## config.mk

```make
export PLATFORM = sky130hd
export DESIGN_NAME = freq_bar_reader_flat
export DESIGN_NICKNAME = d
export VERILOG_FILES = /design/src/rtl/freq_bar_reader_if.sv /design/src/rtl/freq_bar_reader.sv /design/src/flat_wrapper.sv
export SDC_FILE = /design/constraint.sdc
export NUM_CORES = 1
export LEC_CHECK = 0
export BUFFER_PORTS_ARGS = -buffer_cell sky130_fd_sc_hd__clkbuf_2
export CAP_MARGIN = 20
export CORE_ASPECT_RATIO = 0.5
export CORE_MARGIN = 3
export CORE_UTILIZATION = 45
export CTS_CLUSTER_DIAMETER = 50
export DETAILED_ROUTE_END_ITERATION = 10
export PLACE_DENSITY = 0.72
export SLEW_MARGIN = 5
export SYNTH_ARGS = -nofsm -noshare
export SYNTH_HDL_FRONTEND = slang
export SYNTH_SLANG_ARGS = --single-unit
```

## constraint.sdc

```tcl
create_clock -name clk -period 1.63 [get_ports clk]
set_clock_uncertainty 0.05 [all_clocks]
set_input_delay 0.163 -clock clk [delete_from_list [all_inputs] [get_ports clk]]
set_output_delay 0.163 -clock clk [all_outputs]
set_load 0.01 [all_outputs]
```

## src/rtl/freq_bar_reader_if.sv

```systemverilog
`default_nettype none
// =============================================================================
// freq_bar_reader_if : freq_bram read port; reader side is master, BRAM is slave.
// Revision 1.0
// =============================================================================
interface freq_bar_reader_if #(
  parameter int bin_addr_w  = 6,
  parameter int freq_data_w = 10
);
  logic                   bram_r_en;
  logic [bin_addr_w-1:0]  bram_r_addr;
  logic [freq_data_w-1:0] bram_d_out;

  modport master (output bram_r_en, output bram_r_addr, input bram_d_out);
  modport slave  (input bram_r_en, input bram_r_addr, output bram_d_out);
endinterface
`default_nettype wire

```

## src/rtl/freq_bar_reader.sv

```systemverilog
`default_nettype none
// =============================================================================
// freq_bar_reader : renders freq_bram bins as horizontal VGA bars, fetching each
// bin during hblank. Optional peak markers under FREQ_BAR_PEAK_HOLD_EN.  Rev 1.0
// =============================================================================
module freq_bar_reader #(
  parameter int freq_bins   = 64,
  parameter int bin_addr_w  = 6,
  parameter int freq_data_w = 10,
  parameter int bar_height  = 7,
  parameter int bar_gap     = 1,
  parameter int v_active    = 480,
  parameter int peak_decay  = 2
) (
  input  logic              clk,
  input  logic              reset_n,
  input  logic [9:0]        x_px,
  input  logic [9:0]        y_px,
  input  logic              activevideo,
  freq_bar_reader_if.master bram,
  output logic              draw_bar,
  output logic              draw_peak
);

  localparam int c_line_w = $clog2(bar_height);
  localparam int c_cmp_w  = ((freq_data_w + 1) > 10) ? (freq_data_w + 1) : 10;

  localparam logic [c_line_w-1:0]   c_line_last = c_line_w'(bar_height - 1);
  localparam logic [c_line_w-1:0]   c_line_draw = c_line_w'(bar_height - bar_gap);
  localparam logic [bin_addr_w-1:0] c_last_bin  = bin_addr_w'(freq_bins - 1);
  localparam logic [9:0]            c_v_active  = 10'(v_active);

  typedef enum logic [2:0] {
    IDLE    = 3'd0,
    VBLANK  = 3'd1,
    REQ     = 3'd2,
    CAPTURE = 3'd3,
    LINE    = 3'd4
  } state_t;

  state_t                 state_q, state_d;
  logic [c_line_w-1:0]    line_cnt_q, line_cnt_d;
  logic [bin_addr_w-1:0]  bar_idx_q, bar_idx_d;
  logic                   frame_valid_q, frame_valid_d;
  logic                   past_end_q, past_end_d;
  logic [freq_data_w-1:0] bar_value_q, bar_value_d;
  logic                   av_q;
  logic                   draw_bar_q, draw_bar_d;
  logic                   draw_peak_q, draw_peak_d;

  logic                   w_vblank;
  logic                   w_av_fall;
  logic                   w_in_bar;
  logic                   w_bar_hit;
  logic                   w_peak_hit;
  logic [c_cmp_w-1:0]     w_x_ext;

  assign w_vblank  = (y_px >= c_v_active);
  assign w_av_fall = av_q & ~activevideo;
  assign w_in_bar  = frame_valid_q & ~past_end_q & (line_cnt_q < c_line_draw);
  assign w_x_ext   = c_cmp_w'(x_px);
  assign w_bar_hit = (w_x_ext < c_cmp_w'(bar_value_q));

  // Read port is a pure decode of the state, so it is 0/0 straight out of reset.
  assign bram.bram_r_en   = (state_q == REQ);
  assign bram.bram_r_addr = bar_idx_q;
  assign draw_bar         = draw_bar_q;
  assign draw_peak        = draw_peak_q;

  always_comb begin
    state_d       = state_q;
    line_cnt_d    = line_cnt_q;
    bar_idx_d     = bar_idx_q;
    frame_valid_d = frame_valid_q;
    past_end_d    = past_end_q;
    bar_value_d   = bar_value_q;

    if (w_vblank) begin
      // Takes priority over a coincident activevideo falling edge.
      state_d       = VBLANK;
      line_cnt_d    = '0;
      bar_idx_d     = '0;
      frame_valid_d = 1'b1;
      past_end_d    = 1'b0;
    end else begin
      case (state_q)
        IDLE:    state_d = IDLE;
        VBLANK:  state_d = REQ;
        REQ:     state_d = CAPTURE;
        CAPTURE: begin
          bar_value_d = bram.bram_d_out;
          state_d     = LINE;
        end
        LINE: begin
          if (w_av_fall && !past_end_q) begin
            if (line_cnt_q == c_line_last) begin
              line_cnt_d = '0;
              if (bar_idx_q == c_last_bin) begin
                past_end_d = 1'b1;
              end else begin
                bar_idx_d = bar_idx_q + bin_addr_w'(1);
                state_d   = REQ;
              end
            end else begin
              line_cnt_d = line_cnt_q + c_line_w'(1);
            end
          end
        end
        default: state_d = IDLE;
      endcase
    end
  end

  always_comb begin
    draw_bar_d  = activevideo & w_in_bar & w_bar_hit;
    draw_peak_d = activevideo & w_in_bar & w_peak_hit;
  end

  always_ff @(posedge clk) begin
    if (!reset_n) begin
      state_q       <= IDLE;
      line_cnt_q    <= '0;
      bar_idx_q     <= '0;
      frame_valid_q <= 1'b0;
      past_end_q    <= 1'b0;
      bar_value_q   <= '0;
      av_q          <= 1'b0;
      draw_bar_q    <= 1'b0;
      draw_peak_q   <= 1'b0;
    end else begin
      state_q       <= state_d;
      line_cnt_q    <= line_cnt_d;
      bar_idx_q     <= bar_idx_d;
      frame_valid_q <= frame_valid_d;
      past_end_q    <= past_end_d;
      bar_value_q   <= bar_value_d;
      av_q          <= activevideo;
      draw_bar_q    <= draw_bar_d;
      draw_peak_q   <= draw_peak_d;
    end
  end

`ifdef FREQ_BAR_PEAK_HOLD_EN
  localparam logic [freq_data_w-1:0] c_decay = freq_data_w'(peak_decay);

  logic [freq_data_w-1:0] peak_q [freq_bins];
  logic [freq_data_w-1:0] w_peak_cur;
  logic [freq_data_w-1:0] w_peak_decayed;
  logic [freq_data_w-1:0] w_peak_new;
  logic [freq_data_w:0]   w_peak_hi;

  assign w_peak_cur     = peak_q[bar_idx_q];
  assign w_peak_decayed = (w_peak_cur >= c_decay) ? (w_peak_cur - c_decay) : '0;
  assign w_peak_new     = (bram.bram_d_out > w_peak_decayed) ? bram.bram_d_out : w_peak_decayed;
  // One bit wider so a full-scale peak still gets a two-pixel marker.
  assign w_peak_hi      = {1'b0, w_peak_cur} + (freq_data_w + 1)'(1);
  assign w_peak_hit     = (w_x_ext >= c_cmp_w'(w_peak_cur)) && (w_x_ext <= c_cmp_w'(w_peak_hi));

  always_ff @(posedge clk) begin
    if (!reset_n) begin
      for (int i = 0; i < freq_bins; i++) begin
        peak_q[i] <= '0;
      end
    end else if (state_q == CAPTURE) begin
      peak_q[bar_idx_q] <= w_peak_new;
    end
  end
`else
  // peak_decay is never negative, so this is a constant 0 marker.
  assign w_peak_hit = (peak_decay < 0);
`endif

endmodule
`default_nettype wire

```

## src/flat_wrapper.sv

```systemverilog
// flat-port wrapper written by rule: the top's interface ports become plain ports
module freq_bar_reader_flat 
#(
  parameter int freq_bins   = 64,
  parameter int bin_addr_w  = 6,
  parameter int freq_data_w = 10,
  parameter int bar_height  = 7,
  parameter int bar_gap     = 1,
  parameter int v_active    = 480,
  parameter int peak_decay  = 2
)
  (clk, reset_n, x_px, y_px, activevideo, draw_bar, draw_peak, bram_bram_r_en, bram_bram_r_addr, bram_bram_d_out);
  freq_bar_reader_if #(.bin_addr_w(bin_addr_w), .freq_data_w(freq_data_w)) bram_i ();
  input  logic clk;
  input  logic reset_n;
  input  logic [9:0] x_px;
  input  logic [9:0] y_px;
  input  logic activevideo;
  output logic draw_bar;
  output logic draw_peak;
  output wire logic [$bits(bram_i.bram_r_en)-1:0] bram_bram_r_en;
  output wire logic [$bits(bram_i.bram_r_addr)-1:0] bram_bram_r_addr;
  input wire logic [$bits(bram_i.bram_d_out)-1:0] bram_bram_d_out;
  assign bram_bram_r_en = bram_i.bram_r_en;
  assign bram_bram_r_addr = bram_i.bram_r_addr;
  assign bram_i.bram_d_out = bram_bram_d_out;
  freq_bar_reader #(.freq_bins(freq_bins), .bin_addr_w(bin_addr_w), .freq_data_w(freq_data_w), .bar_height(bar_height), .bar_gap(bar_gap), .v_active(v_active), .peak_decay(peak_decay)) u_core (.clk(clk), .reset_n(reset_n), .x_px(x_px), .y_px(y_px), .activevideo(activevideo), .bram(bram_i), .draw_bar(draw_bar), .draw_peak(draw_peak));
endmodule
```

-- Word level (Yosys, flattened, before mapping)
Cells that the tools add are included.
- register bits after elaboration: 26
- output and inout port bits: 9
- logic and storage cells: 51
- add/subtract/negate cells: 2
- order comparisons: 3
- equal/unequal tests: 12
- multiplexer cells: 6
- bitwise operators: 10
- reduce and logical (&&, ||, !) cells: 9
- operators with widths (operator ; count):
    3-bit 2-to-1 mux ; 4
    3-bit case mux with 4 select lines ; 1
    10-bit by 9-bit greater-or-equal comparator with 1-bit output (second input constant) ; 1
    10-bit less-than comparator ; 1
    4-bit AND reduction ; 2
    6-bit by 1-bit adder with 6-bit output (second input constant) ; 1
    3-bit by 2-bit == test with 1-bit output (second input constant) ; 2
    3-bit == test (second input constant) ; 2
    6-bit == test (second input constant) ; 1
    3-bit by 1-bit inequality test with 1-bit output (second input constant) ; 2
    3-bit AND reduction ; 2
    1-bit bitwise AND ; 5
    1-bit NOT ; 5
    2-bit by 1-bit inequality test with 1-bit output (second input constant) ; 2
    2-bit AND reduction ; 2
    3-bit by 1-bit adder with 3-bit output (second input constant) ; 1
    3-bit by 1-bit == test with 1-bit output (second input constant) ; 1
    3-bit less-than comparator (second input constant) ; 1
    3-bit by 2-bit inequality test with 1-bit output (second input constant) ; 1
    2-bit inequality test (second input constant) ; 1
    2-bit OR reduction ; 1
    1-bit logical AND ; 1
    1-bit zero test ; 1
    1-bit 2-to-1 mux ; 1

-- Longest topological paths before layout
Gate-level depths: netlist of run 1.
- depth after elaboration: 6
- gate-level depth with buffers: 6
- mapped depth without buffers: 6

-- Least setup slack after synthesis of run 1
OpenSTA, ideal clock, no wires.
- path kind: register to register
- from: register u_core.bar_idx_q[0] (netlist: u_core.bram.bram_r_addr[0])
- to: register u_core.state_q[1]
- setup time: 0.122 ns
- arrival time: 1.387 ns
- required time: 1.458 ns
- slack: 0.072 ns
- stages on the path, launching flop included: 6
- path buffers: 0
- path through: dfxtp_1 > ha_1 > nand2_1 > nor2_1 > nor4b_1 > o311a_1
- word-level cells in the longest chain between the ends: 3
- ends and longest elaborated chain (element ; RTL line ; source):
    start, declared ; freq_bar_reader.sv:43 ; logic [bin_addr_w-1:0] bar_idx_q, bar_idx_d;
    start signal, assigned ; freq_bar_reader.sv:133 ; bar_idx_q <= bar_idx_d;
    6-bit == test ; freq_bar_reader.sv:98 ; if (bar_idx_q == c_last_bin) begin
    2-bit inequality test (no line) ; - ;
    3-bit AND reduction (no line) ; - ;
    end signal, assigned ; freq_bar_reader.sv:131 ; state_q <= state_d;
    end, declared ; freq_bar_reader.sv:41 ; state_t state_q, state_d;
Every way passes these cells.
A chain may end at the register's enable or synchronous reset.

-- Final worst setup path of run 1
- from: register u_core.state_q[1]
- to: register u_core.bar_idx_q[3] (netlist: u_core.bram.bram_r_addr[3])
- word-level cells in the longest chain between the ends: 2
- ends and longest elaborated chain (element ; RTL line ; source):
    3-bit == test ; freq_bar_reader.sv:86 ; case (state_q)
    4-bit AND reduction (no line) ; - ;
Every way passes these cells.

==> metrics.txt, run 1 <==
total CTS buffers=3; worst r2r src=u_core.state_q[1]; Syn Nets=186; clock root buffer=clkbuf_8; CTS clk-pin slew, worst paths=90 ps; dpl cell area=0.00159 mm2; Mapped Avg Cell Area=9.31 um2; die area=0.00369 mm2; Max Slew Vio Count=0; most frequent cell after synthesis=dfxtp_1; placed insts=218; Placeable Area=~0.0027 mm2; Commonest cells post-synth=26 x dfxtp_1, 11 x nor2b_1, 10 x ha_1, 10 x inv_1, 10 x mux2i_1; Critical Path Max Stage Delay=about 380 ps; Critical Path Stages=5; DR iter-0 viols=26; GPL Wtd Cong=0.761; ys async rst share=0%; WP buf/inv=1; Critical Path Sink Type=flop; Design Area, Final=0.00168 mm2; Die Wd=82.9 um; Synth area leaders=dfxtp_1 39%, ha_1 9.4%, mux2i_1 7.5%; CP max FO=6; fin crit share=94.2%; largest net degree at the start of global routing=16; M1 WL=1.31 mm; GRT overflow=0; sequential share of power=between 50% and 60%; initial antenna violation count=0; Sw Pwr=roughly 0.26 mW; WP data arrival=1640 ps; share of cells above drive strength 1=28.5%; crit path capture=u_core.bram.bram_r_addr[3]; final non-filler cell total=223; met3 WL=117 um; number of enable flip-flop cells after synthesis=0; vias in the first global route=1,061; Routed WL=2.82 mm; setup slack, reg-to-reg=around 94 ps; setup violators final=0; Top Family by Delay on Critical Path=compound AO/OA/AOI/OAI gates; Ys Warns=0; Crit Path Category=flop to flop; post-synth top area share=39.1%; Cell Pwr Density=700 mW/mm2; r2r worst-path depth=5; Req. time, crit path=about 1700 ps; Cell Chain, Critical Path=nor3b_4 > nand3_1 > buf_4 > o311ai_0 > o41ai_1; top_reg_cell synth=dfxtp_1; combinational group share of total power=8.9%; DPL Wire Length=2.13 mm; Final Hold Viols=0; mapped cell area=about 0.0013 mm2; # rows=13; Worst setup startpoint=u_core.state_q[1]; CP Launch Type=flop; # fillers=252; Starting Density=between 40% and 50%; Vias=1,160; area leader, netlist=dfxtp_1; H-tree level count=1; status=finished clean; switching share of total power=22.2%; die span in y=44.5 um; internal power=slightly above 0.9 mW; area of the multi-input gates=762 um2; Worst path slowest cell=dfxtp_1; met2 WL post-DR=about 1.4 mm; nets@finish=230; Hold Slack=approximately 67 ps; reg2reg end=u_core.bram.bram_r_addr[3]; P&R area growth vs syn=26.0%; max frequency=0.651 GHz; FF/Latch Area=522 um2; First-pass DRT Iterations=4; Yosys cell types=40; vias per cell=5.20; Buffers on Ports=35; Syn Inst Count=143; worst min path class=primary input to flop; Final min period=1540 ps; first-pass GRT wire length=4.51 mm; clock share of power=35.8%; CTS tree=built; power consumption=approximately 1.2 mW; I/O Pins=42; hold buffer count at cts=0; max-cap violation count=0; # DRC=0; ANT nets after route=0; ant diodes=0; clock sink total=26; CTS Buffer Depth=2; post-synthesis sequential area ratio=39.1%; wire per inst=12.7 um; GRT Total Usage=approximately 15%; post-synthesis register bit count=26; worst vdd ir=approximately 0.28 mV; leakage=0.643 nW; clk_lat worst skew=270 ps; Highest Signal Layer=met3
worst min path at each step:
stage,from,endpoint,cells after the start
2_1_floorplan,reset_n,u_core.bar_value_q[2],1
3_3_place_gp,bram_bram_d_out[0],u_core.bar_value_q[0],3
3_5_place_dp,bram_bram_d_out[0],u_core.bar_value_q[0],3
4_1_cts,bram_bram_d_out[0],u_core.bar_value_q[0],3
5_1_grt,bram_bram_d_out[0],u_core.bar_value_q[0],3
6_report,bram_bram_d_out[0],u_core.bar_value_q[0],3
metrics by stage:
stage,setup WS (ps),setup TNS (ps),util [%]
floorplan,71.7,0,-
global placement,153,0,58.8
global route,-17.4,-17.4,62.1
detailed placement,93.0,0,58.8
CTS,74.3,0,60.8
finish,94.4,0,62.1
final cells by class:
cell class	instances	share of cell area (%)
Multi-Input combinational cell	102	45.4
Inverter	10	2.24
Timing Repair Buffer	44	15.2
Tap cell	37	2.76
Clock buffer	4	3.28
Sequential cell	26	31.1
timing repair:
action | CTS | global route
setup buffers | 0 | 1
resized for setup | 0 | 4
setup endpoints to repair | 0 | 3
worst register-to-register path: cells and delay by family (launching register included):
family                 cells  cell delay [ps]
AND/OR/NAND/NOR            2              370
flip-flops                 1              380
AO/OA/AOI/OAI              2              440
buffers and inverters      1              180
logic make-up (layout without fill, tap and decap cells):
| family | Yosys count | count (layout) | synth area share [%] |
|---|---|---|---|
| and+or+nand+nor | 46 | 46 | 20.4 |
| AOI/OAI and AO/OA | 35 | 35 | 18.6 |
| DFF | 26 | 26 | 39.1 |
| buffers and inverters | 15 | 58 | 4.70 |
| adders and majority gates | 10 | 10 | 9.40 |
| muxes | 10 | 10 | 7.52 |
| other | 1 | 1 | 0.282 |
registers in the layout, indices dropped and copies added, names as in the netlist:
name and count:
u_core.past_end_q 1, u_core.state_q 3, u_core.av_q 1, u_core.line_cnt_q 3, u_core.bram.bram_r_addr 6, u_core.bar_value_q 10
u_core.draw_bar 1, u_core.frame_valid_q 1
metal layers:
layer  GRT usage, %  up-vias
met5              0        -
met4           2.93        0
met3           5.76        0
met2           26.9       19
met1           18.3      528
li1               -      613
power groups by stage:
| stage | Clock [mW] | Combinational (mW) | Sequential (mW) |
|---|---|---|---|
| 6_report | 0.420 | 0.104 | 0.649 |
| 5_1_grt | 0.464 | 0.120 | 0.650 |
| 4_1_cts | 0.432 | 0.104 | 0.648 |
| 3_5_place_dp | 0 | 0.104 | 0.663 |
| 3_3_place_gp | 0 | 0.101 | 0.662 |
| 2_1_floorplan | 0 | 0.0546 | 0.662 |
cell usage in the layout, fill, tap and decap left out, drive strengths merged, types with 2 or more instances in the layout:
cell and count:
nor2b 11, o41ai 4, nor2 5, nand2 9, clkbuf 39, nand2b 2
a21oi 8, a31oi 3, buf 9, o21a 3, nor3b 2, dfxtp 26
ha 10, o21ai 4, mux2i 10, inv 10, o311ai 3, and2 3
nand3 7
Note: power is estimated with default switching activity, not from simulation.
==> run 2, diff against run 1 <==
- BUFFER_PORTS_ARGS: -buffer_cell sky130_fd_sc_hd__clkbuf_2 -> -buffer_cell sky130_fd_sc_hd__buf_2
- CORE_ASPECT_RATIO: 0.5 -> 0.6
- SETUP_SLACK_MARGIN: default -> 0.4
==> run 2 against run 1 <==
Worst hold slack better by 18 ps. Cell count is 5.4% higher. Total power is 12% higher. Clock-buffer cell count is 1 lower. Critical path type unchanged.
==> metrics.txt, run 2 (synthesis results as in run 1) <==
status=finished clean; Die Wd=76.2 um (-8.1%); GRT Total Usage=19.3% (+4.0 points); initial antenna violation count=0 (unchanged); Placeable Area=0.00266 mm2 (-1.4%); CTS Buffer Depth=2 (unchanged); leakage=0.725 nW (+13%); clk_lat worst skew=270 ps (about the same); CP max FO=7 (+1); commonest cells after routing, fill and taps aside=35 x buf_2, 11 x dfxtp_1, 11 x dfxtp_2; CTS clk-pin slew, worst paths=90 ps (about the same); Largest register FFs=10 (unchanged); final non-filler cell total=235 (+5.4%); fin crit share=96.7% (+2.5 points); Final Hold Viols=0 (unchanged); H-tree level count=1 (unchanged); Buffers on Ports=35 (unchanged); Cell Chain, Critical Path=and3b_2 > nand3_4 > or4_1 > a21oi_1; CTS tree=built; Reg with most FFs=u_core.bar_value_q; GRT overflow=0 (unchanged); # DRC=0 (unchanged); total CTS buffers=3 (unchanged); WP data arrival=1730 ps (+90 ps); largest net degree at the start of global routing=16 (unchanged); worst min path class=primary input to flop; GPL Wtd Cong=0.799 (+5.0%); dpl ws=20.7 ps (-72.3 ps); end-of-flow core utilization=76.0% (+14 points); Hold Slack=84.4 ps (+17.6 ps); CP Launch Type=flop; commonest non-fill, non-tap cell in the layout=buf_2; DR iter-0 viols=57 (+120%); Critical Path Sink Type=flop; worst vdd ir=0.483 mV (+75%); Starting Density=50.0% (+0.70 points); max frequency=0.634 GHz (-2.6%); RSZ-0062 raised after global routing=yes; die area=0.00367 mm2 (-0.49%); share of cells above drive strength 1=52.8% (+24 points); Critical Path Max Stage Delay=490 ps (+110 ps); Hold Path Cell Cnt=3 (unchanged); # rows=14 (+1); max-cap violation count=0 (unchanged); clock sink total=26 (unchanged); die span in y=48.1 um (+8.3%); setup violators final=0 (unchanged); Max Slew Vio Count=0 (unchanged); Final min period=1580 ps (+40.9 ps); Worst path slowest cell=or4_1; DPL Wire Length=2.33 mm (+9.5%); Crit Path Category=flop to flop; vias per cell=5.49 (+5.6%); nets@finish=239 (+3.9%); Routed WL=3.90 mm (+38%); placed insts=214 (-1.8%); Vias=1,291 (+11%); vias in the first global route=1,149 (+8.3%); first-pass GRT wire length=5.42 mm (+20%); clock root buffer=clkbuf_8; wire per inst=16.6 um (+31%); r2r worst-path depth=4 (-1); I/O Pins=42 (unchanged); Cell Pwr Density=651 mW/mm2 (-6.9%); Setup TNS=0 ps (unchanged); First-pass DRT Iterations=4 (unchanged); P&R area growth vs syn=52.1%; setup ws final=53.5 ps (-40.9 ps); ant diodes=0 (unchanged); ANT nets after route=0 (unchanged); Req. time, crit path=1790 ps (+60 ps)
run 2: cell types whose count changed in the layout (fill, tap and decap cells not counted), sizes merged:
cell	previous run	this run
buf	9	52
bufinv	0	1
clkbuf	39	3
nand3	7	8
run 2: metrics by stage:
stage	power [mW]	area (um2)
after floorplan	0.714	1400
after global placement	0.760	1600
after detailed placement	0.764	1600
after CTS	1.31	1800
after global routing	1.36	2020
final	1.32	2020
run 2: routing by layer:
layer | part of all wire [%] | up-vias | global-route usage, %
li1 | - | 626 | -
met3 | 6.2 | 8 | 5.90
met4 | 1.5 | 0 | 5.05
met1 | 45 | 613 | 25.0
met2 | 47 | 44 | 32.5
met5 | 0 | - | 0
run 2: critical path: cells and delay by family (launching register included):
family / cells / cell delay [ps]
AOI/OAI and AO/OA: 1 / 130
DFF: 1 / 400
and+or+nand+nor: 3 / 930
run 2: final timing paths:
check,endpoint,slack (ps),from
setup / recovery,u_core.bram.bram_r_addr[5],50,u_core.line_cnt_q[1]
setup reg to reg,u_core.bram.bram_r_addr[5],50,u_core.line_cnt_q[1]
hold / removal,u_core.bar_value_q[0],80,bram_bram_d_out[0]
hold reg to reg,u_core.line_cnt_q[2],460,u_core.line_cnt_q[2]
run 2: report_power, final:
part / total [mW] / internal, mW / switching [mW]
Clock: 0.541 / 0.329 / 0.213
Combinational: 0.133 / 0.0678 / 0.0647
Sequential: 0.644 / 0.637 / 0.00698
run 2: timing repair:
item | in CTS | in global routing
hold buffers | 0 | 0
gates cloned | 1 | 0
resized for setup | 18 | 24
endpoints found under the setup margin | 23 | 24
pin swaps | 9 | 7
buffers inserted | 6 | 10
run 2: layout make-up:
| cell class | count | area [um2] |
|---|---|---|
| Clock buffer | 3 | 41.3 |
| Clock inverter | 1 | 30.0 |
| Fill cell | 170 | 638 |
| Inverter | 10 | 37.5 |
| Multi-Input combinational cell | 103 | 948 |
| Sequential cell | 26 | 549 |
| Tap cell | 40 | 50.0 |
| Timing Repair Buffer | 52 | 368 |
==> run 3, diff against run 2 <==
- BUFFER_PORTS_ARGS: -buffer_cell sky130_fd_sc_hd__buf_2 -> default
- DONT_BUFFER_PORTS: default -> 1
- PLACE_DENSITY: 0.72 -> default
- PLACE_DENSITY_LB_ADDON: default -> 0.05
==> run 3 against run 2 <==
Core utilization shrank 1.9 points. Clock-buffer cell count is 1 higher. First-iteration DRC count grew 19%. Setup slack better by 130 ps. Critical path depth rose by 1. Register-to-register slack better by 130 ps. Maximum frequency is 8.9% higher. Wire length decreased by 6.1%. Total power is 16% lower. Final area decreased by 2.5%.
==> metrics.txt, run 3 (synthesis results as in run 1) <==
CP Launch Type=flop; r2r worst-path depth=5 (+1); Reg with most FFs=u_core.bar_value_q; Setup TNS=0 ps (unchanged); Routed WL=3.66 mm (-6.1%); # rows=14 (unchanged); Critical Path Sink Type=flop; vias per cell=5.46 (-0.69%); Cell Chain, Critical Path=nor3b_4 > nand3_4 > buf_12 > o311ai_2 > o41ai_1; GRT Total Usage=18.7% (-0.57 points); dpl ws=46.7 ps (+26.0 ps); nets@finish=219 (-8.4%); Buffers on Ports=0 (-100%); DPL Wire Length=2.27 mm (-2.7%); setup slack, reg-to-reg=180 ps (+130 ps); commonest cells after routing, fill and taps aside=20 x buf_4, 10 x nor2b_1, 9 x mux2i_1, 9 x dfxtp_1, 9 x dfxtp_2; Largest register FFs=10 (unchanged); I/O Pins=42 (unchanged); worst vdd ir=0.395 mV (-18%); P&R area growth vs syn=48.3%; CTS clk-pin slew, worst paths=90 ps (about the same); Final Hold Viols=0 (unchanged); vias in the first global route=1,108 (-3.6%); max-cap violation count=0 (unchanged); commonest non-fill, non-tap cell in the layout=buf_4; WP data arrival=1550 ps (-180 ps); die span in y=48.1 um (unchanged); leakage=0.675 nW (-7.0%); die area=0.00367 mm2 (unchanged); Hold Path Cell Cnt=1 (-2); Worst path slowest cell=dfxtp_4; Vias=1,173 (-9.1%); Final min period=1450 ps (-129 ps); max frequency=0.691 GHz (+8.9%); clock root buffer=clkbuf_8; setup violators final=0 (unchanged); GPL Wtd Cong=0.742 (-7.2%); Max Slew Vio Count=0 (unchanged); H-tree level count=1 (unchanged); status=finished clean; setup ws final=182 ps (+129 ps); First-pass DRT Iterations=4 (unchanged); CTS Buffer Depth=2 (unchanged); # DRC=0 (unchanged); clock sink total=26 (unchanged); Die Wd=76.2 um (unchanged); GRT overflow=0 (unchanged); Critical Path Max Stage Delay=370 ps (-120 ps); largest net degree at the start of global routing=16 (unchanged); RSZ-0062 raised after global routing=yes; Starting Density=50.0% (unchanged); clk_lat worst skew=270 ps (about the same); wire per inst=17.0 um (+2.6%); ANT nets after route=0 (unchanged); ant diodes=0 (unchanged); worst min path class=primary input to flop; share of cells above drive strength 1=46.9% (-6.0 points); CP max FO=6 (-1); Req. time, crit path=1730 ps (-60 ps); initial antenna violation count=0 (unchanged); first-pass GRT wire length=5.26 mm (-2.9%); Cell Pwr Density=563 mW/mm2 (-14%); Crit Path Category=flop to flop; fin crit share=88.8% (-7.9 points); DR iter-0 viols=68 (+19%); total CTS buffers=3 (unchanged); Placeable Area=0.00266 mm2 (unchanged); CTS tree=built
[run 3: cell types whose count changed in the layout (fill, tap and decap cells not counted), sizes merged]
| cell | previous run | this run |
|---|---|---|
| buf | 52 | 29 |
| dlygate4sd3 | 0 | 4 |
| bufinv | 1 | 0 |
| clkbuf | 3 | 4 |
| nand3 | 8 | 7 |
[run 3: metal layers]
layer	wire (um)	share of wire, %	vias to the layer above	GRT usage, %
met5	0	0	-	0
met1	1690	46	540	25.4
met3	224	6.1	4	4.80
met2	1710	47	39	31.9
met4	31	0.85	0	2.17
li1	-	-	590	-
[run 3: where the power goes]
| group | total [mW] | internal (mW) | switching [mW] |
|---|---|---|---|
| Sequential | 0.639 | 0.632 | 0.00768 |
| Combinational | 0.0998 | 0.0523 | 0.0475 |
| Clock | 0.373 | 0.175 | 0.198 |
| Total | 1.11 | 0.859 | 0.253 |
[run 3: worst paths after layout]
path                              from                         end
setup / recovery     u_core.state_q[1]  u_core.bram.bram_r_addr[2]
hold reg to reg   u_core.line_cnt_q[2]        u_core.line_cnt_q[2]
hold / removal                 reset_n                 u_core.av_q
setup reg to reg     u_core.state_q[1]  u_core.bram.bram_r_addr[2]
[run 3: timing repair]
| item | in CTS | in global routing |
|---|---|---|
| resized for setup | 30 | 27 |
| endpoints found under the setup margin | 24 | 26 |
| pin swaps | 16 | 15 |
| cloned | 1 | 0 |
| setup buffers | 18 | 9 |
| hold endpoints to repair | 13 | 11 |
| hold buffers | 3 | 1 |
[run 3: layout make-up]
class / instances / area [um2]
multi-input combinational: 102 / 955
fill: 188 / 688
sequential: 26 / 562
timing repair buffer: 33 / 325
tap: 40 / 50.0
clock buffer: 4 / 45.0
inverter: 10 / 37.5
[run 3: stage by stage]
step                      cells  cell area [um2]  util, %  hold WS, ps  power, mW
final                       215             1970     74.2        0.369       1.11
after floorplan             143             1400        -          241      0.714
after global placement      179             1420     53.3          233      0.722
after global routing        215             1970     74.2         7.17       1.16
after detailed placement    179             1420     53.3          237      0.724
after CTS                   205             1780     66.8        -50.8       1.11
[run 3: critical path: cells and delay by family (launching register included)]
kind | cells | cell delay [ps]
compound gates | 2 | 350
buf+inv | 1 | 160
flops | 1 | 370
simple gates | 2 | 380
